--- config.mk ---
export PLATFORM = sky130hd
export DESIGN_NAME = fb_write_scheduler
export DESIGN_NICKNAME = d
export VERILOG_FILES = /design/src/rtl/fb_write_scheduler.sv
export SDC_FILE = /design/constraint.sdc
export NUM_CORES = 1
export LEC_CHECK = 0
export CORE_UTILIZATION = 50
export CTS_CLUSTER_SIZE = 10
export DETAILED_ROUTE_END_ITERATION = 10
export GPL_TIMING_DRIVEN = 0
export PLACE_DENSITY = 0.8
export RECOVER_POWER = 25
export SLEW_MARGIN = 20
export SYNTH_ARGS = -nofsm -noshare
export SYNTH_HDL_FRONTEND = slang
export SYNTH_SLANG_ARGS = --single-unit
--- constraint.sdc ---
create_clock -name clk -period 9.6 [get_ports clk]
set_input_delay 2.4 -clock clk [delete_from_list [all_inputs] [get_ports clk]]
set_output_delay 2.4 -clock clk [all_outputs]
set_load 0.05 [all_outputs]
--- src/rtl/fb_write_scheduler.sv ---
// fb_write_scheduler
// Round-robin arbiter sharing the frame-buffer RAM write port between
// NUM_REQ pixel writers. Requests are (x, y) coordinates that map to the
// linear address y*H_RES + x; out-of-range coordinates are accepted and
// dropped. A clear engine fills the whole buffer with one value on command.
// All RAM-side outputs are registered, one cycle after the accepting cycle.
//
// Optional build feature, enabled by defining FB_WR_DROP_CNT_EN:
//   adds drop_count (saturating count of dropped requests) and drop_clr.
module fb_write_scheduler #(
  parameter int NUM_REQ = 2,
  parameter int H_RES   = 640,
  parameter int V_RES   = 480,
  parameter int ADDR_W  = 19,
  parameter int DATA_W  = 8
) (
  input  logic                       clk,
  input  logic                       rst,
  input  logic [NUM_REQ-1:0]         req_valid,
  output logic [NUM_REQ-1:0]         req_ready,
  input  logic [NUM_REQ*10-1:0]      req_x,
  input  logic [NUM_REQ*9-1:0]       req_y,
  input  logic [NUM_REQ*DATA_W-1:0]  req_data,
  input  logic                       clear_start,
  input  logic [DATA_W-1:0]          clear_value,
  output logic                       busy,
  output logic                       clear_done,
  output logic                       wr_en,
  output logic [ADDR_W-1:0]          wr_addr,
  output logic [DATA_W-1:0]          wr_data
`ifdef FB_WR_DROP_CNT_EN
  ,
  input  logic                       drop_clr,
  output logic [15:0]                drop_count
`endif
);

  localparam int PTR_W = (NUM_REQ > 1) ? $clog2(NUM_REQ) : 1;
  localparam logic [ADDR_W-1:0] LAST_ADDR = ADDR_W'(H_RES * V_RES - 1);

  typedef enum logic {
    ARB   = 1'b0,
    CLEAR = 1'b1
  } state_t;

  state_t            state, state_next;
  logic [PTR_W-1:0]  ptr, ptr_next;
  logic [ADDR_W-1:0] cnt, cnt_next;
  logic [DATA_W-1:0] clr_val, clr_val_next;

  logic              wr_en_d;
  logic [ADDR_W-1:0] wr_addr_d;
  logic [DATA_W-1:0] wr_data_d;
  logic              clear_done_d;

  logic              gnt_found;
  logic [PTR_W-1:0]  gnt_idx;
  logic [PTR_W-1:0]  cand;
  logic [9:0]        sel_x;
  logic [8:0]        sel_y;
  logic [DATA_W-1:0] sel_data;
  logic              in_range;

  // Round-robin search: first valid requester at or above the pointer, wrapping.
  always_comb begin
    // NOTE: every combinational output gets a default before any branch, so no path can leave it unassigned and infer a latch.
    gnt_found = 1'b0;
    gnt_idx   = '0;
    cand      = '0;
    for (int k = 0; k < NUM_REQ; k++) begin
      cand = (int'(ptr) + k >= NUM_REQ) ? PTR_W'(int'(ptr) + k - NUM_REQ)
                                         : PTR_W'(int'(ptr) + k);
      if (!gnt_found && req_valid[cand]) begin
        gnt_found = 1'b1;
        gnt_idx   = cand;
      end
    end
  end

  // Pick out the granted requester's fields and range-check the coordinates.
  always_comb begin
    sel_x    = req_x[int'(gnt_idx) * 10 +: 10];
    sel_y    = req_y[int'(gnt_idx) * 9 +: 9];
    sel_data = req_data[int'(gnt_idx) * DATA_W +: DATA_W];
    in_range = (32'(sel_x) < 32'(H_RES)) && (32'(sel_y) < 32'(V_RES));
  end

  // Next-state, handshake and next-cycle write decode for both states.
  always_comb begin
    state_next   = state;
    ptr_next     = ptr;
    cnt_next     = cnt;
    clr_val_next = clr_val;
    req_ready    = '0;
    wr_en_d      = 1'b0;
    wr_addr_d    = wr_addr;
    wr_data_d    = wr_data;
    clear_done_d = 1'b0;
    case (state)
      ARB: begin
        if (clear_start) begin
          // Clear outranks requesters: nobody is accepted in this cycle.
          state_next   = CLEAR;
          clr_val_next = clear_value;
        end else if (gnt_found) begin
          req_ready[gnt_idx] = 1'b1;
          ptr_next = (gnt_idx == PTR_W'(NUM_REQ - 1)) ? '0 : gnt_idx + 1'b1;
          if (in_range) begin
            // Product formed at 32 bits, then truncated to the RAM address width.
            wr_en_d   = 1'b1;
            wr_addr_d = ADDR_W'(32'(sel_y) * 32'(H_RES) + 32'(sel_x));
            wr_data_d = sel_data;
          end
        end
      end
      CLEAR: begin
        wr_en_d   = 1'b1;
        wr_addr_d = cnt;
        wr_data_d = clr_val;
        if (cnt == LAST_ADDR) begin
          state_next   = ARB;
          cnt_next     = '0;
          clear_done_d = 1'b1;
        end else begin
          cnt_next = cnt + 1'b1;
        end
      end
      default: state_next = ARB;
    endcase
  end

  // State, pointer, clear counter and registered RAM-side outputs.
  always_ff @(posedge clk or posedge rst) begin
    if (rst) begin
      state      <= ARB;
      ptr        <= '0;
      cnt        <= '0;
      clr_val    <= '0;
      busy       <= 1'b0;
      clear_done <= 1'b0;
      wr_en      <= 1'b0;
      wr_addr    <= '0;
      wr_data    <= '0;
    end else begin
      // NOTE: non-blocking assignments make every register update from pre-edge values, independent of statement order.
      state      <= state_next;
      ptr        <= ptr_next;
      cnt        <= cnt_next;
      clr_val    <= clr_val_next;
      busy       <= (state_next == CLEAR);
      clear_done <= clear_done_d;
      wr_en      <= wr_en_d;
      wr_addr    <= wr_addr_d;
      wr_data    <= wr_data_d;
    end
  end

`ifdef FB_WR_DROP_CNT_EN
  logic drop_inc;
  assign drop_inc = (state == ARB) && !clear_start && gnt_found && !in_range;

  // Saturating count of accepted-but-dropped requests; clear wins over increment.
  always_ff @(posedge clk or posedge rst) begin
    if (rst) begin
      drop_count <= '0;
    end else if (drop_clr) begin
      drop_count <= '0;
    end else if (drop_inc && (drop_count != 16'hFFFF)) begin
      drop_count <= drop_count + 16'd1;
    end
  end
`endif

endmodule

* Word-level counts from Yosys, hierarchy flattened
Index checks and enable logic that the tools add are counted.
** Word-level totals
- Flip-flop bits (word level) :: 58
- Bits of input ports :: 67
- Logic and storage cells :: 75
** Cells by class
- Add/subtract/negate cells :: 6
- Multiply operators :: 3
- Order comparisons :: 8
- Equal/unequal tests :: 4
- Shift operators :: 3
- Mux-type cells :: 34
- Bitwise operators :: 2
- Reduce and logical (&&, ||, !) cells :: 7
** Operator list (count)
- $mux 19 :: 4
- $pmux 19 s2 :: 1
- $mux 8 :: 3
- $shiftx 20x6->10 :: 1
- $add 19x1->19 const B :: 1
- $add 19x10->19 :: 1
- $eq 19x19->1 const B :: 1
- $mux 1 :: 19
- $shiftx 18x6->9 :: 1
- $pmux 8 s2 :: 1
- $shiftx 16x5->8 :: 1
- $mul 9x3->12 const B :: 1
- $lt 10x10->1 const B :: 1
- $lt 9x9->1 const B :: 1
- $lt 1x2->1 const B :: 3
- $mux 2 :: 3
- $ne 2x2->1 const B :: 3
- $reduce_and 3->1 :: 2
- $mul 1x4->5 const B :: 1
- $mul 1x3->4 const B :: 1
- $pmux 1 s2 :: 2
- $logic_and 1x1->1 :: 3
- $add 1x1->2 const B :: 1
- $ge 1x2->1 const B :: 1
- other kinds (8) :: 10

* Longest topological paths before layout
Gate-level depths: netlist of the first run.
- Word-level depth :: 16
- Gate-level depth with buffers :: 14
- Gate-level depth less buffers :: 12

* Least setup slack after synthesis of the first run
Ideal clock, no wire load.
- Path kind :: input-to-output
- Start :: input req_valid[1]
- End :: output req_ready[1]
- Data arrival time :: 4.150 ns
- Slack :: 3.050 ns
- Stages :: 4
- Path buffers :: 2
- Cell sequence :: clkbuf_1 > nand2_2 > clkbuf_1 > nor3_1
** Between the ends
- Word-level cells in the longest chain between the ends :: 13
- Elaborated cells between the ends (all ways) :: 18
- Those cells by class :: order compare (2); mux (13); reduce/logical (3)
** RTL lines
- start: declaration :: line 19 : input logic [NUM_REQ-1:0] req_valid,
- $mux 1 (not written as such) (2 in series) :: line 73 : if (!gnt_found && req_valid[cand]) begin
- $mux 1 :: line 73
- $logic_not 1->1 :: line 73
- $logic_and 1x1->1 :: line 73
- $mux 1 :: line 73
- $lt 1x2->1 (not written as such) / $ge 1x1->1 (equally long branches) :: line 106 : req_ready[gnt_idx] = 1'b1;
- $logic_and 1x1->1 (not written as such) :: line 106
- $mux 1 (not written as such) :: line 106
- $demux 1 s1 :: line 106
- $mux 2 * :: line 105 : end else if (gnt_found) begin
- $mux 2 * :: line 101 : if (clear_start) begin
- $mux 2 * :: line 99 : case (state)
- end: declaration :: line 20 : output logic [NUM_REQ-1:0] req_ready,
Every way passes the cells marked *; elsewhere a longest branch is shown, timed or not. The select of a mux whose other input is x is not followed.

* Worst setup path after layout of the first run
Ends and elaborated chain as after synthesis.

==> metrics, run 1 <==
result of the run=finished with violations; failing checks=capacitance limit, slew limit; Slowest-stage cell, CP=sky130_fd_sc_hd__clkdlybuf4s50_1; CTS tree=yes; vias=about 3400; capture point of the worst reg-to-reg path=wr_addr[17]$_DFFE_PP0P_; flop2flop setup slack=just over 5 ns; post-synthesis sequential element count=58; placer congestion estimate=roughly 0.9; Diodes inserted=0; drt wl/cell=16.5 um; switching power=0.187 mW; Detailed Place HPWL=7750 um; category of the worst setup path capture point=output pin; CP bufs+invs=4; Synth Area per Inst=8.83 um^2; Critical Path RT=between 7 and 8 ns; main area contributors after synthesis=sky130_fd_sc_hd__dfrtp_1, sky130_fd_sc_hd__o21ai_0, sky130_fd_sc_hd__nand2_1, sky130_fd_sc_hd__nand3_1, sky130_fd_sc_hd__mux2_2; total power divided by cell area=around 140 nW/um^2; maximum achievable frequency=~140 MHz; share of total power in combinational logic=roughly a quarter; MaxCap Viol Count=1; Hold Buf Count CTS=0; worst max-slew margin expressed relative to the limit=-65.9%; number of buffer cells added on primary ports=98; core area=about 7000 um^2; antenna viol nets, final=0; count of cells resized by post-cts repair=0; number of library cell types mapped by synthesis=40; Least-Margin Pin Slew=between 2 and 2.5 ns; TritonCTS buffer count=9; shortest period the worst path allows=7.32 ns; final hold slack=0.488 ns; wire length of the first global-routing pass=roughly 16000 um; fraction of layout instances using a drive strength above 1=under 10%; depth of the worst register-to-register path=14; sort of element at the start of the critical path=input pin; number of search-and-repair iterations in the first detailed-routing pass=4; Mapped Nets=a little under 500; delay of the slowest critical-path stage=between 0.8 and 0.9 ns; layout overhead on the synthesized area=37.1%; max-slew violation count=59; Post-CTS Repair Setup Buffers=0; Fin. Hold Viols=0; clock power share=39.4%; net count reported at finish=around 600; startpoint of the tightest hold check path=clr_val[6]$_DFFE_PP0P_; sequential fraction of the synthesis area=roughly two fifths; power share of the sequential group=between 30% and 40%; WP depth=6; effective utilization at floorplan=a little over half; worst reg2reg path startpoint=ptr$_DFFE_PP0P_; Filler Cell Count=556; number of warnings reported in the yosys synthesis log=0; largest fanout on the critical path=10; number of antenna violations at the first check in global routing=0; die area=approximately 7500 um^2; CP Cell Sequence=clkdlybuf4s50_1 > clkbuf_1 > nand2_2 > clkbuf_1 > nor3_1 > clkdlybuf4s50_1; Internal Pwr Total=0.497 mW; total track usage=roughly 28%; cell family contributing the most delay on the critical path=buffers and inverters; switching share of total power=a little over a quarter; Reg area=between 1000 and 1500 um^2; level count of the clock H-tree=3; number of global-route vias before repair=3384; setup repair after global routing missed its margin=no; DRC violation count after routing=0; standard-cell rows=30; Total Power Consumption=a little under 0.7 mW; post-CTS clock slew at the launch and capture registers of the worst setup and hold paths=0.07 ns; Setup WS post-layout=approximately 2.3 ns; die height=slightly below 90 um; final instance count without filler cells=between 600 and 700; critical path capture point=req_ready[1]; Finish-stage setup viols=0; number of I/O pins=between 90 and 100; largest voltage drop on the vdd net=0.000120 V; global route total overflow=0; Worst setup startpoint=req_valid[1]; leakage power of the design=around 2.1 nW; drt initial violations=147; via density per instance=~5.5; width of the die=86.9 um; Placed Cells incl. Taps=602; cell count after synthesis=about 410; multi-input combinational cell area=2030 um^2; Sum Neg Setup Slack=0 ns; largest net degree at the start of global routing=between 50 and 60; CTS max path bufs=2; Setup CP Type=in2out; clk sinks=between 50 and 60; final worst-path cycle share=76.3%; library cell occupying the most area in the post-synthesis netlist=sky130_fd_sc_hd__dfrtp_1; Clock Skew=between 0.009 and 0.01 ns; clock root buffer master=sky130_fd_sc_hd__clkbuf_8; clock latency of the later-clocked register in the worst-skew pair=around 0.34 ns; share of the synthesized area in the top cell type=about two fifths; worst hold path type=reg2reg; Detailed Route WL=10200 um; Arr. time, crit path=4.92 ns; Mapped Area=around 3600 um^2; dpl ws=roughly 2.3 ns
==> per-layer routing <==
metal / wire length [um] / GRT usage, % / vias to the layer above
li1: - / - / 1650
met5: 0 / 0 / -
met4: 277 / 10.9 / 0
met1: 4340 / 36.9 / 1635
met3: 487 / 5.40 / 22
met2: 5090 / 47.2 / 107
==> state kept, by name, summed over array words and instances, names as in the netlist <==
register,flops
clr_val,8
ptr,1
wr_en,1
wr_addr,19
wr_data,8
cnt,19
clear_done,1
state,1
==> logic make-up after synthesis <==
group	count (synthesis)	synth area share, %
muxes	25	7.47
adders and majority gates	15	5.63
xor gates and xnor gates	34	8.27
buffers and inverters	28	3.44
AOI/OAI and AO/OA	86	14.2
DFF	58	40.3
and+or+nand+nor	162	20.7
==> worst reg2reg max path: cells and delay by family (launching register included) <==
family                   cells  cell delay (ns)
adder cells (fa/ha/maj)      3             0.84
multiplexers                 1             0.42
XOR/XNOR                     1             0.17
AO/OA/AOI/OAI                4             1.41
buffers and inverters        2             0.63
AND/OR/NAND/NOR              3             0.56
flip-flops                   1             0.40
==> worst min-delay path by stage <==
stage	end	slack (ns)	cells after the start
finish	wr_data[6]$_DFFE_PP0P_	0.49	2
global route	wr_data[6]$_DFFE_PP0P_	0.52	2
CTS	wr_data[6]$_DFFE_PP0P_	0.48	2
detailed placement	wr_data[6]$_DFFE_PP0P_	0.47	2
global placement	wr_data[3]$_DFFE_PP0P_	0.47	2
floorplan	wr_data[7]$_DFFE_PP0P_	0.45	2
==> metrics by stage <==
step / utilization, % / instance area (um^2)
finish: 71.9 / 4940
global route: 71.9 / 4940
CTS: 71.9 / 4940
detailed placement: 68.5 / 4710
global placement: 68.5 / 4700
floorplan: - / 3600
==> layout make-up <==
type,count,area share (%)
plain buffers,19,1.82
clock buffers,11,2.66
clock inverters,5,2.08
inverters,9,0.709
multi-input cells,322,41.0
flip-flops and latches,58,29.4
well taps,96,2.43
repair buffers,98,19.9
==> power groups by stage <==
stage / clock network, mW / logic (mW) / registers [mW]
2_1_floorplan: 0 / 0.0985 / 0.260
3_3_place_gp: 0 / 0.160 / 0.254
3_5_place_dp: 0 / 0.162 / 0.254
4_1_cts: 0.272 / 0.164 / 0.250
5_1_grt: 0.284 / 0.181 / 0.250
6_report: 0.269 / 0.165 / 0.250
==> synthesized netlist by cell type <==
library cell	count
sky130_fd_sc_hd__o2111ai_1	3
sky130_fd_sc_hd__nand3_1	43
sky130_fd_sc_hd__nor3_1	6
sky130_fd_sc_hd__nor4_1	3
sky130_fd_sc_hd__buf_6	2
sky130_fd_sc_hd__dfrtp_1	58
sky130_fd_sc_hd__o21ai_0	52
sky130_fd_sc_hd__buf_1	1
sky130_fd_sc_hd__and4_1	2
sky130_fd_sc_hd__mux2i_1	10
sky130_fd_sc_hd__buf_2	3
sky130_fd_sc_hd__a31oi_1	1
sky130_fd_sc_hd__nand2b_1	6
sky130_fd_sc_hd__o21ba_2	2
sky130_fd_sc_hd__nand4_1	4
sky130_fd_sc_hd__nor3b_1	3
sky130_fd_sc_hd__a31o_2	2
sky130_fd_sc_hd__mux2_2	15
sky130_fd_sc_hd__clkbuf_1	13
sky130_fd_sc_hd__o31ai_1	1
sky130_fd_sc_hd__nor2b_1	1
sky130_fd_sc_hd__a211o_1	1
sky130_fd_sc_hd__nor4bb_1	1
sky130_fd_sc_hd__ha_1	13
sky130_fd_sc_hd__or3_1	1
sky130_fd_sc_hd__xnor2_1	16
sky130_fd_sc_hd__or2_2	1
sky130_fd_sc_hd__a211oi_1	3
sky130_fd_sc_hd__a211oi_4	1
sky130_fd_sc_hd__nor2_1	27
sky130_fd_sc_hd__fa_1	2
sky130_fd_sc_hd__nand2_1	60
sky130_fd_sc_hd__o21a_1	3
sky130_fd_sc_hd__a21oi_1	10
sky130_fd_sc_hd__nand2_2	1
sky130_fd_sc_hd__o22ai_1	3
sky130_fd_sc_hd__and3_1	3
sky130_fd_sc_hd__a21o_1	4
sky130_fd_sc_hd__xor2_1	18
sky130_fd_sc_hd__inv_1	9
==> cells in the final DEF (no fill, tap or decap), types with 3 or more instances in the layout <==
master / instances
sky130_fd_sc_hd__a211oi_1: 3
sky130_fd_sc_hd__a21oi_1: 10
sky130_fd_sc_hd__dfrtp_1: 58
sky130_fd_sc_hd__buf_2: 3
sky130_fd_sc_hd__xor2_1: 18
sky130_fd_sc_hd__bufinv_16: 3
sky130_fd_sc_hd__and3_1: 3
sky130_fd_sc_hd__nor4_1: 3
sky130_fd_sc_hd__inv_1: 8
sky130_fd_sc_hd__clkbuf_1: 15
sky130_fd_sc_hd__xnor2_1: 16
sky130_fd_sc_hd__clkbuf_8: 9
sky130_fd_sc_hd__nand2_1: 60
sky130_fd_sc_hd__mux2_2: 15
sky130_fd_sc_hd__nor3_1: 6
sky130_fd_sc_hd__o21ai_0: 52
sky130_fd_sc_hd__ha_1: 13
sky130_fd_sc_hd__o21a_1: 3
sky130_fd_sc_hd__mux2i_1: 10
sky130_fd_sc_hd__nand4_1: 4
sky130_fd_sc_hd__clkdlybuf4s50_1: 97
sky130_fd_sc_hd__o2111ai_1: 3
sky130_fd_sc_hd__nand2b_1: 6
sky130_fd_sc_hd__a21o_1: 4
sky130_fd_sc_hd__nor3b_1: 3
sky130_fd_sc_hd__nand3_1: 43
sky130_fd_sc_hd__nor2_1: 27
sky130_fd_sc_hd__o22ai_1: 3
(Power assumes the default switching activity.)
==> inputs of run 2 (changes only) <==
--- a/config.mk
+++ b/config.mk
@@ -5,11 +5,11 @@
 export SDC_FILE = /design/constraint.sdc
 export NUM_CORES = 1
 export LEC_CHECK = 0
-export CORE_UTILIZATION = 50
+export CORE_UTILIZATION = 44
 export CTS_CLUSTER_SIZE = 10
 export DETAILED_ROUTE_END_ITERATION = 10
 export GPL_TIMING_DRIVEN = 0
-export PLACE_DENSITY = 0.8
+export PLACE_DENSITY = 0.74
 export RECOVER_POWER = 25
 export SLEW_MARGIN = 20
 export SYNTH_ARGS = -nofsm -noshare
==> constraint.sdc (replaced) <==
create_clock -name clk -period 6.1 [get_ports clk]
set_input_delay 1.525 -clock clk [delete_from_list [all_inputs] [get_ports clk]]
set_output_delay 1.525 -clock clk [all_outputs]
set_load 0.05 [all_outputs]
==> metrics, run 2 (same netlist as run 1, synthesis figures left out) <==
number of global-route vias before repair=3504 (was 3384); max-slew violation count=59 (unchanged); global route total overflow=0 (unchanged); fraction of layout instances using a drive strength above 1=8.43% (was 8.05%); worst max-slew margin expressed relative to the limit=-67.2% (was -65.9%); Sum Neg Setup Slack=0 ns (unchanged); top library cells by usage in the layout, fill and taps aside=sky130_fd_sc_hd__clkdlybuf4s50_1, sky130_fd_sc_hd__nand2_1, sky130_fd_sc_hd__dfrtp_1 (unchanged); Setup CP Type=in2reg (was in2out); Worst setup startpoint=req_valid[0] (was req_valid[1]); wire length of the first global-routing pass=16500 um (was 16200 um); switching power=0.291 mW (was 0.187 mW); share of total power in combinational logic=22.4% (was 24.1%); final hold slack=0.486 ns (was 0.488 ns); antenna viol nets, final=0 (unchanged); number of I/O pins=99 (unchanged); final instance count without filler cells=624 (was 618); total power divided by cell area=230 nW/um^2 (was 139 nW/um^2); Clock Skew=0.00766 ns (was 0.00955 ns); number of antenna violations at the first check in global routing=0 (unchanged); Detailed Place HPWL=7760 um (was 7750 um); category of the worst setup path capture point=flip-flop (was output pin); core area=7810 um^2 (was 6870 um^2); total track usage=24.8% (was 28.5%); largest voltage drop on the vdd net=0.000152 V (was 0.000120 V); failing checks=capacitance limit, slew limit (unchanged); Least-Margin Pin Slew=2.49 ns (was 2.47 ns); Placed Cells incl. Taps=608 (was 602); maximum achievable frequency=around 180 MHz; Filler Cell Count=661 (was 556); shortest period the worst path allows=around 5.6 ns; vias=3415 (was 3414); number of buffer cells added on primary ports=98 (unchanged); MaxCap Viol Count=1 (unchanged); Setup WS post-layout=0.497 ns (was 2.28 ns); total placed instance area=4710 um^2 (about the same); Fin. Hold Viols=0 (unchanged); Internal Pwr Total=0.857 mW (was 0.497 mW); sort of element at the start of the critical path=input pin (unchanged); Diodes inserted=0 (unchanged); worst reg2reg path startpoint=ptr$_DFFE_PP0P_ (unchanged); Hold Buf Count CTS=0 (unchanged); largest net degree at the start of global routing=59 (unchanged); final design instance area without fill=5000 um^2 (was 4940 um^2); level count of the clock H-tree=3 (unchanged); net count reported at finish=599 (unchanged); count of cells resized by post-cts repair=0 (unchanged); clock power share=43.3% (was 39.4%); number of search-and-repair iterations in the first detailed-routing pass=4 (unchanged); switching share of total power=25.3% (was 27.4%); depth of the worst register-to-register path=14 (unchanged); flop2flop setup slack=1.72 ns (was 5.09 ns); startpoint of the tightest hold check path=clr_val[7]$_DFFE_PP0P_ (was clr_val[6]$_DFFE_PP0P_); most frequent standard cell in the layout excluding fill and tap cells=sky130_fd_sc_hd__clkdlybuf4s50_1 (unchanged); clock latency of the later-clocked register in the worst-skew pair=0.34 ns (about the same); worst hold path type=reg2reg (unchanged); drt wl/cell=16.2 um (was 16.5 um); TritonCTS buffer count=9 (unchanged); Hold Path Depth=2 (unchanged); placer congestion estimate=0.858 (was 0.909); clk sinks=58 (unchanged); post-layout utilization of the core=64.0% (was 71.9%); drt initial violations=189 (was 147); Post-CTS Repair Setup Buffers=0 (unchanged); result of the run=finished with violations (unchanged); die height=92.5 um (was 86.9 um); Detailed Route WL=10100 um (was 10200 um); Critical Path RT=6.35 ns (was 7.20 ns); standard-cell rows=32 (was 30); final worst-path cycle share=approximately nine tenths; post-CTS clock slew at the launch and capture registers of the worst setup and hold paths=0.07 ns (about the same); Arr. time, crit path=5.86 ns (was 4.92 ns); effective utilization at floorplan=46.1% (was 52.4%); DRC violation count after routing=0 (unchanged); Total Power Consumption=1.15 mW (was 0.684 mW); leakage power of the design=2.14 nW (was 2.11 nW); largest registers ranked by flip-flop count=cnt: 19 flops, wr_addr: 19 flops (unchanged); clock root buffer master=sky130_fd_sc_hd__clkbuf_8 (unchanged); CTS tree=yes (unchanged); setup repair after global routing missed its margin=no (unchanged); CTS max path bufs=2 (unchanged); dpl ws=0.195 ns (was 2.30 ns); via density per instance=5.47 (was 5.52); width of the die=92.5 um (was 86.9 um); layout overhead on the synthesized area=38.7% (was 37.1%); power share of the sequential group=34.3% (was 36.5%); die area=8550 um^2 (was 7550 um^2); Finish-stage setup viols=0 (unchanged); largest fanout on the critical path=10 (unchanged)
## run 2: changes by cell type in the layout (fill, tap and decap cells not counted)
cell	before	now
sky130_fd_sc_hd__bufinv_16	3	4
sky130_fd_sc_hd__clkbuf_1	15	13
sky130_fd_sc_hd__clkbuf_8	9	12
sky130_fd_sc_hd__clkinv_2	1	0
sky130_fd_sc_hd__clkinvlp_4	1	0
## run 2: power by group through the flow
stage                     combinational (mW)  clock, mW  sequential [mW]
after floorplan                        0.155          0            0.410
after global placement                 0.249          0            0.400
after detailed placement               0.253          0            0.401
after CTS                              0.257      0.502            0.393
after global routing                   0.286      0.520            0.394
final                                  0.257      0.498            0.394
## run 2: cell type report
class	instances	area (um^2)	share of cell area, %
inverters	9	35.0	0.701
plain buffers	19	90.1	1.80
clock inverters	4	120	2.40
well taps	102	128	2.55
multi-input cells	322	2030	40.6
clock buffers	12	165	3.30
flip-flops and latches	58	1450	29.0
repair buffers	98	981	19.6
## run 2: per-layer routing
metal / up-vias / global-route usage [%] / routed length (um)
li1: 1647 / - / -
met1: 1662 / 30.2 / 4270
met2: 85 / 43.0 / 5140
met3: 21 / 4.27 / 433
met4: 0 / 10.5 / 253
met5: - / 0 / 0
## run 2: path summary, 6_finish.rpt
check / to
setup / recovery: wr_addr[17]$_DFFE_PP0P_
hold / removal: wr_data[7]$_DFFE_PP0P_
setup reg to reg: wr_addr[17]$_DFFE_PP0P_
hold reg to reg: wr_data[7]$_DFFE_PP0P_
max in group asynchronous: wr_addr[10]$_DFFE_PP0P_
min in group asynchronous: wr_data[7]$_DFFE_PP0P_
## run 2: worst max-delay path, stage by stage
cell,delay (ns)
sky130_fd_sc_hd__clkdlybuf4s50_1,0.52
sky130_fd_sc_hd__nand2b_1,0.06
sky130_fd_sc_hd__buf_2,0.18
sky130_fd_sc_hd__nand2_2,0.24
sky130_fd_sc_hd__clkbuf_1,0.47
sky130_fd_sc_hd__mux2_2,0.42
sky130_fd_sc_hd__ha_1,0.20
sky130_fd_sc_hd__ha_1,0.22
sky130_fd_sc_hd__fa_1,0.41
sky130_fd_sc_hd__a211oi_1,0.48
sky130_fd_sc_hd__o21ai_0,0.23
sky130_fd_sc_hd__a211oi_1,0.39
sky130_fd_sc_hd__nand3_1,0.16
sky130_fd_sc_hd__xnor2_1,0.17
sky130_fd_sc_hd__o21ai_0,0.16
==> inputs of run 3 (changes only) <==
--- a/config.mk
+++ b/config.mk
@@ -10,7 +10,6 @@
 export DETAILED_ROUTE_END_ITERATION = 10
 export GPL_TIMING_DRIVEN = 0
 export PLACE_DENSITY = 0.74
-export RECOVER_POWER = 25
 export SLEW_MARGIN = 20
 export SYNTH_ARGS = -nofsm -noshare
 export SYNTH_HDL_FRONTEND = slang
==> metrics, run 3 (same netlist as run 1, synthesis figures left out) <==
number of global-route vias before repair=3504 (unchanged); Highest Signal Layer=met4 (unchanged); total length of routed met2 wires=5130 um (was 5140 um); wire length of the first global-routing pass=16500 um (unchanged); Finish-stage setup viols=0 (unchanged); CP Cell Sequence=clkdlybuf4s50_1 > nand2b_1 > buf_2 > nand2_2 > clkbuf_1 > mux2_2 > ha_1 > ha_1 > fa_1 > a211oi_1 > o21ai_0 > a211oi_1 > nand3_1 > xnor2_1 > o21ai_0 (unchanged); largest registers ranked by flip-flop count=cnt: 19 flops, wr_addr: 19 flops (unchanged); largest net degree at the start of global routing=59 (unchanged); Diodes inserted=0 (unchanged); net count reported at finish=599 (unchanged); Worst setup startpoint=req_valid[0] (unchanged); standard-cell rows=32 (unchanged); drt wl/cell=16.2 um (about the same); Slowest-stage cell, CP=sky130_fd_sc_hd__clkdlybuf4s50_1 (unchanged); max-slew violation count=0 (was 59); layout overhead on the synthesized area=38.8% (was 38.7%); amount of wire on met3 after detailed routing=430 um (was 433 um); shortest period the worst path allows=5.60 ns (about the same); vias=3416 (was 3415); number of buffer cells added on primary ports=98 (unchanged); Placed Cells incl. Taps=608 (unchanged); maximum achievable frequency=179 MHz (was 178 MHz); Clock Skew=0.00765 ns (was 0.00766 ns); Arr. time, crit path=5.85 ns (was 5.86 ns); clock latency of the later-clocked register in the worst-skew pair=0.34 ns (about the same); Least-Margin Pin Slew=0.705 ns (was 2.49 ns); category of the worst setup path capture point=flip-flop (unchanged); Detailed Place HPWL=7760 um (unchanged); number of search-and-repair iterations in the first detailed-routing pass=4 (unchanged); result of the run=finished clean (was finished with violations); leakage power of the design=2.14 nW (about the same); Hold Buf Count CTS=0 (unchanged); clock root buffer master=sky130_fd_sc_hd__clkbuf_8 (unchanged); global route total overflow=0 (unchanged); Critical Path RT=6.35 ns (about the same); final design instance area without fill=5000 um^2 (about the same); count of cells resized by post-cts repair=0 (unchanged); post-CTS clock slew at the launch and capture registers of the worst setup and hold paths=0.07 ns (about the same); width of the die=92.5 um (unchanged); die height=92.5 um (unchanged); number of I/O pins=99 (unchanged); Filler Cell Count=660 (was 661); drt initial violations=188 (was 189); number of antenna violations at the first check in global routing=0 (unchanged); startpoint of the tightest hold check path=clr_val[7]$_DFFE_PP0P_ (unchanged); TritonCTS buffer count=9 (unchanged); DRC violation count after routing=0 (unchanged); clk sinks=58 (unchanged); MaxCap Viol Count=0 (was 1); Sum Neg Setup Slack=0 ns (unchanged); largest voltage drop on the vdd net=0.000152 V (about the same); fraction of layout instances using a drive strength above 1=8.43% (unchanged); flop2flop setup slack=1.73 ns (was 1.72 ns); antenna viol nets, final=0 (unchanged); total placed instance area=4710 um^2 (unchanged); CTS max path bufs=2 (unchanged); placer congestion estimate=0.858 (unchanged); largest fanout on the critical path=10 (unchanged); cell family contributing the most delay on the critical path=compound AO/OA/AOI/OAI gates (unchanged); Post-CTS Repair Setup Buffers=0 (unchanged); most frequent standard cell in the layout excluding fill and tap cells=sky130_fd_sc_hd__clkdlybuf4s50_1 (unchanged); sort of element at the start of the critical path=input pin (unchanged); final instance count without filler cells=624 (unchanged); top library cells by usage in the layout, fill and taps aside=sky130_fd_sc_hd__clkdlybuf4s50_1, sky130_fd_sc_hd__nand2_1, sky130_fd_sc_hd__dfrtp_1 (unchanged); Setup CP Type=in2reg (unchanged); worst hold path type=reg2reg (unchanged); delay of the slowest critical-path stage=0.52 ns (about the same); level count of the clock H-tree=3 (unchanged); core area=7810 um^2 (unchanged); Reg area=1450 um^2 (unchanged); Detailed Route WL=10100 um (about the same); setup repair after global routing missed its margin=no (unchanged); total track usage=24.8% (unchanged); Fin. Hold Viols=0 (unchanged); CTS tree=yes (unchanged); effective utilization at floorplan=46.1% (unchanged); worst max-slew margin expressed relative to the limit=53.0% (was -67.2%); M1 wire length=4300 um (was 4270 um); final worst-path cycle share=91.8% (was 91.9%); die area=8550 um^2 (unchanged); via density per instance=5.47 (about the same); total power divided by cell area=230 nW/um^2 (about the same); multi-input combinational cell area=2030 um^2 (unchanged); CP bufs+invs=3 (unchanged); worst reg2reg path startpoint=ptr$_DFFE_PP0P_ (unchanged)
run 3: changes by cell type in the layout (fill, tap and decap cells not counted), sizes merged:
| cell | change |
|---|---|
| dlygate4sd3 | -1 |
| clkdlybuf4s50 | +1 |
| inv | +1 |
| clkinvlp | -1 |
run 3: power breakdown:
part,switching (mW),internal (mW)
Sequential,0.00314,0.390
Clock,0.151,0.346
Combinational,0.136,0.121
Total,0.291,0.857
run 3: final cells by class:
| class | count | area share [%] |
|---|---|---|
| plain buffers | 19 | 1.80 |
| clock buffers | 12 | 3.30 |
| clock inverters | 4 | 2.40 |
| inverters | 9 | 0.726 |
| multi-input cells | 322 | 40.6 |
| flip-flops and latches | 58 | 29.0 |
| well taps | 102 | 2.55 |
| repair buffers | 98 | 19.6 |
run 3: layer usage:
| metal | vias up | track usage, % |
|---|---|---|
| li1 | 1647 | - |
| met1 | 1667 | 30.2 |
| met2 | 81 | 43.0 |
| met3 | 21 | 4.27 |
| met4 | 0 | 10.5 |
| met5 | - | 0 |
run 3: per-stage QoR:
step | setup slack, ns | total power, mW | hold WS, ns | utilization, %
floorplan | 1.29 | 0.565 | 0.446 | -
global placement | 0.157 | 0.650 | 0.462 | 60.3
detailed placement | 0.195 | 0.654 | 0.469 | 60.4
CTS | 0.502 | 1.15 | 0.488 | 64.0
global route | 0.0893 | 1.20 | 0.514 | 64.0
finish | 0.499 | 1.15 | 0.486 | 64.0
run 3: final timing paths:
check | to | cells past startpoint
min in group asynchronous | wr_data[7]$_DFFE_PP0P_ | 2
worst min-delay path | wr_data[7]$_DFFE_PP0P_ | 2
worst max-delay path | wr_addr[17]$_DFFE_PP0P_ | 15
worst max register to register | wr_addr[17]$_DFFE_PP0P_ | 14
max in group asynchronous | wr_addr[10]$_DFFE_PP0P_ | 2
worst min register to register | wr_data[7]$_DFFE_PP0P_ | 2
run 3: worst min-delay path, delay by kind of cell (launching register included):
family          cells  cell delay, ns
flops               1            0.34
simple gates        1            0.04
compound gates      1            0.06
==> RTL change, RTL diff (settings of run 3) <==
Change the parameter `ADDR_W` from 19 to 21.
--- a/src/rtl/fb_write_scheduler.sv
+++ b/src/rtl/fb_write_scheduler.sv
@@ -11,7 +11,7 @@
   parameter int NUM_REQ = 2,
   parameter int H_RES   = 640,
   parameter int V_RES   = 480,
-  parameter int ADDR_W  = 19,
+  parameter int ADDR_W  = 21,
   parameter int DATA_W  = 8
 ) (
   input  logic                       clk,
Interface: changed (resized wr_addr); port bits go from 99 to 101. The function was not compared with the original's and may differ.
==> RTL change against run 3 <==
- worst setup slack got worse by 0.12 ns
- final area up 3.8%
- routed wire length increased by 6.1%
- sequential cell count grew 4
- clock skew increased by 0.0019 ns
- total power is 17% higher
- sequential share of layout area grew 0.88 points
- synthesized area increased by 7.4%
- highest routed layer unchanged
==> RTL change: results (changes against run 3) <==
placed_design:
  postPlaceCellArea_sq_mm: 0.005025  # +6.6%
  gp_congestion: 0.8695  # +1.4%
  portBuffers: 100  # +2.0%
  dpl.hpwl_microns: 8273  # +6.6%
detailed_routing:
  drt_first_iter_violations: 162  # -14%
  drt-met1-wl_microns: 4675  # +8.7%
  wl_met3_microns: 534  # +24%
  wl_per_cell_microns: 16.80  # +3.6%
sta:
  holdWs_ns: 0.4807  # -0.005471 ns
  period_minus_slack_ns: 5.726  # +0.1250 ns
worst_setup_path:
  rrSetupSlack_ns: 1.93  # +0.20 ns
  worst_path_dominant_cell_family: "buffers and inverters"
  r2r_end: "wr_addr[16]"
  cp_slowest_cell: "clkdlybuf4s50_1"
  arrival_ns: 4.20  # -1.65 ns
  cp_slowest_stage_delay_ns: 0.72  # +0.20 ns
  crit_end: "req_ready[1]"
status:
  outcome: "complete, no violations"
cells_and_area:
  fin_nets: 611  # +2.0%
  finalNonFillerCells: 639  # +2.4%
  syn2layout_area_growth_pct: 34.01
  largestRegisters: "cnt x21, wr_addr x21"
  fill_cells: 742  # +12%
global_route:
  grt_max_degree: 37  # -37%
  grt_use_total_pct: 25.07  # +0.29 points
  grt_pass1_wl_microns: 17060  # +3.5%
  grt_use_met1_pct: 31.44  # +1.3 points
  grt_use_met2_pct: 44.17  # +1.1 points
  grt_pass1_vias: 3481  # -0.66%
min_path:
  hold_class: "flop to flop"
  hp-start: "clr_val[7]"
logic_synthesis:
  synthTopCellsByCount: "72 x nand2_1, 62 x dfrtp_1, 61 x o21ai_0, 26 x mux2i_1, 24 x nor2_1"
  synth_nets: 499  # +1.8%
  synth_cell_types: 56  # +40%
  syn_area_per_cell_sq_um: 9.280  # +5.1%
  synth_edf_count: 0  # unchanged
  yosysSeqAreaShare_pct: 40.09  # -0.20 points
  synth.top_cells.by_area: "dfrtp_1 40%, o21ai_0 7.9%, nand2_1 7.0%"
cts:
  clock_latency_ns: 0.34  # about the same
power_and_ir_drop:
  p_leak_uw: 0.002239  # +4.5%
  power.net_switching_uw: 500.2  # +72%
  ir_drop_mv: 0.2866  # +89%
==> RTL change: logic make-up (layout without fill, tap and decap cells) <==
logic type	Yosys count	after routing	share of synthesized area [%]
xor gates and xnor gates	34	34	7.695
and+or+nand+nor	143	143	17.78
buffers and inverters	31	148	3.815
AOI/OAI and AO/OA	90	90	14.00
muxes	42	42	11.38
adders and majority gates	15	15	5.238
DFF	62	62	40.09
==> RTL change: layout make-up <==
cell class              count  share of cell area, %
plain buffers              20                  2.051
clock buffers              15                  3.016
clock inverters             1                0.09650
inverters                  11                 0.8444
multi-input cells         324                  41.86
flip-flops and latches     62                  29.92
well taps                 105                  2.533
repair buffers            101                  19.69
==> RTL change: power by group through the flow <==
stage,combinational (uW),clock [uW],sequential [uW]
floorplan,243,0,617
global placement,497,0,522
detailed placement,508,0,527
CTS,514,315,520
global route,555,339,528
finish,514,311,522
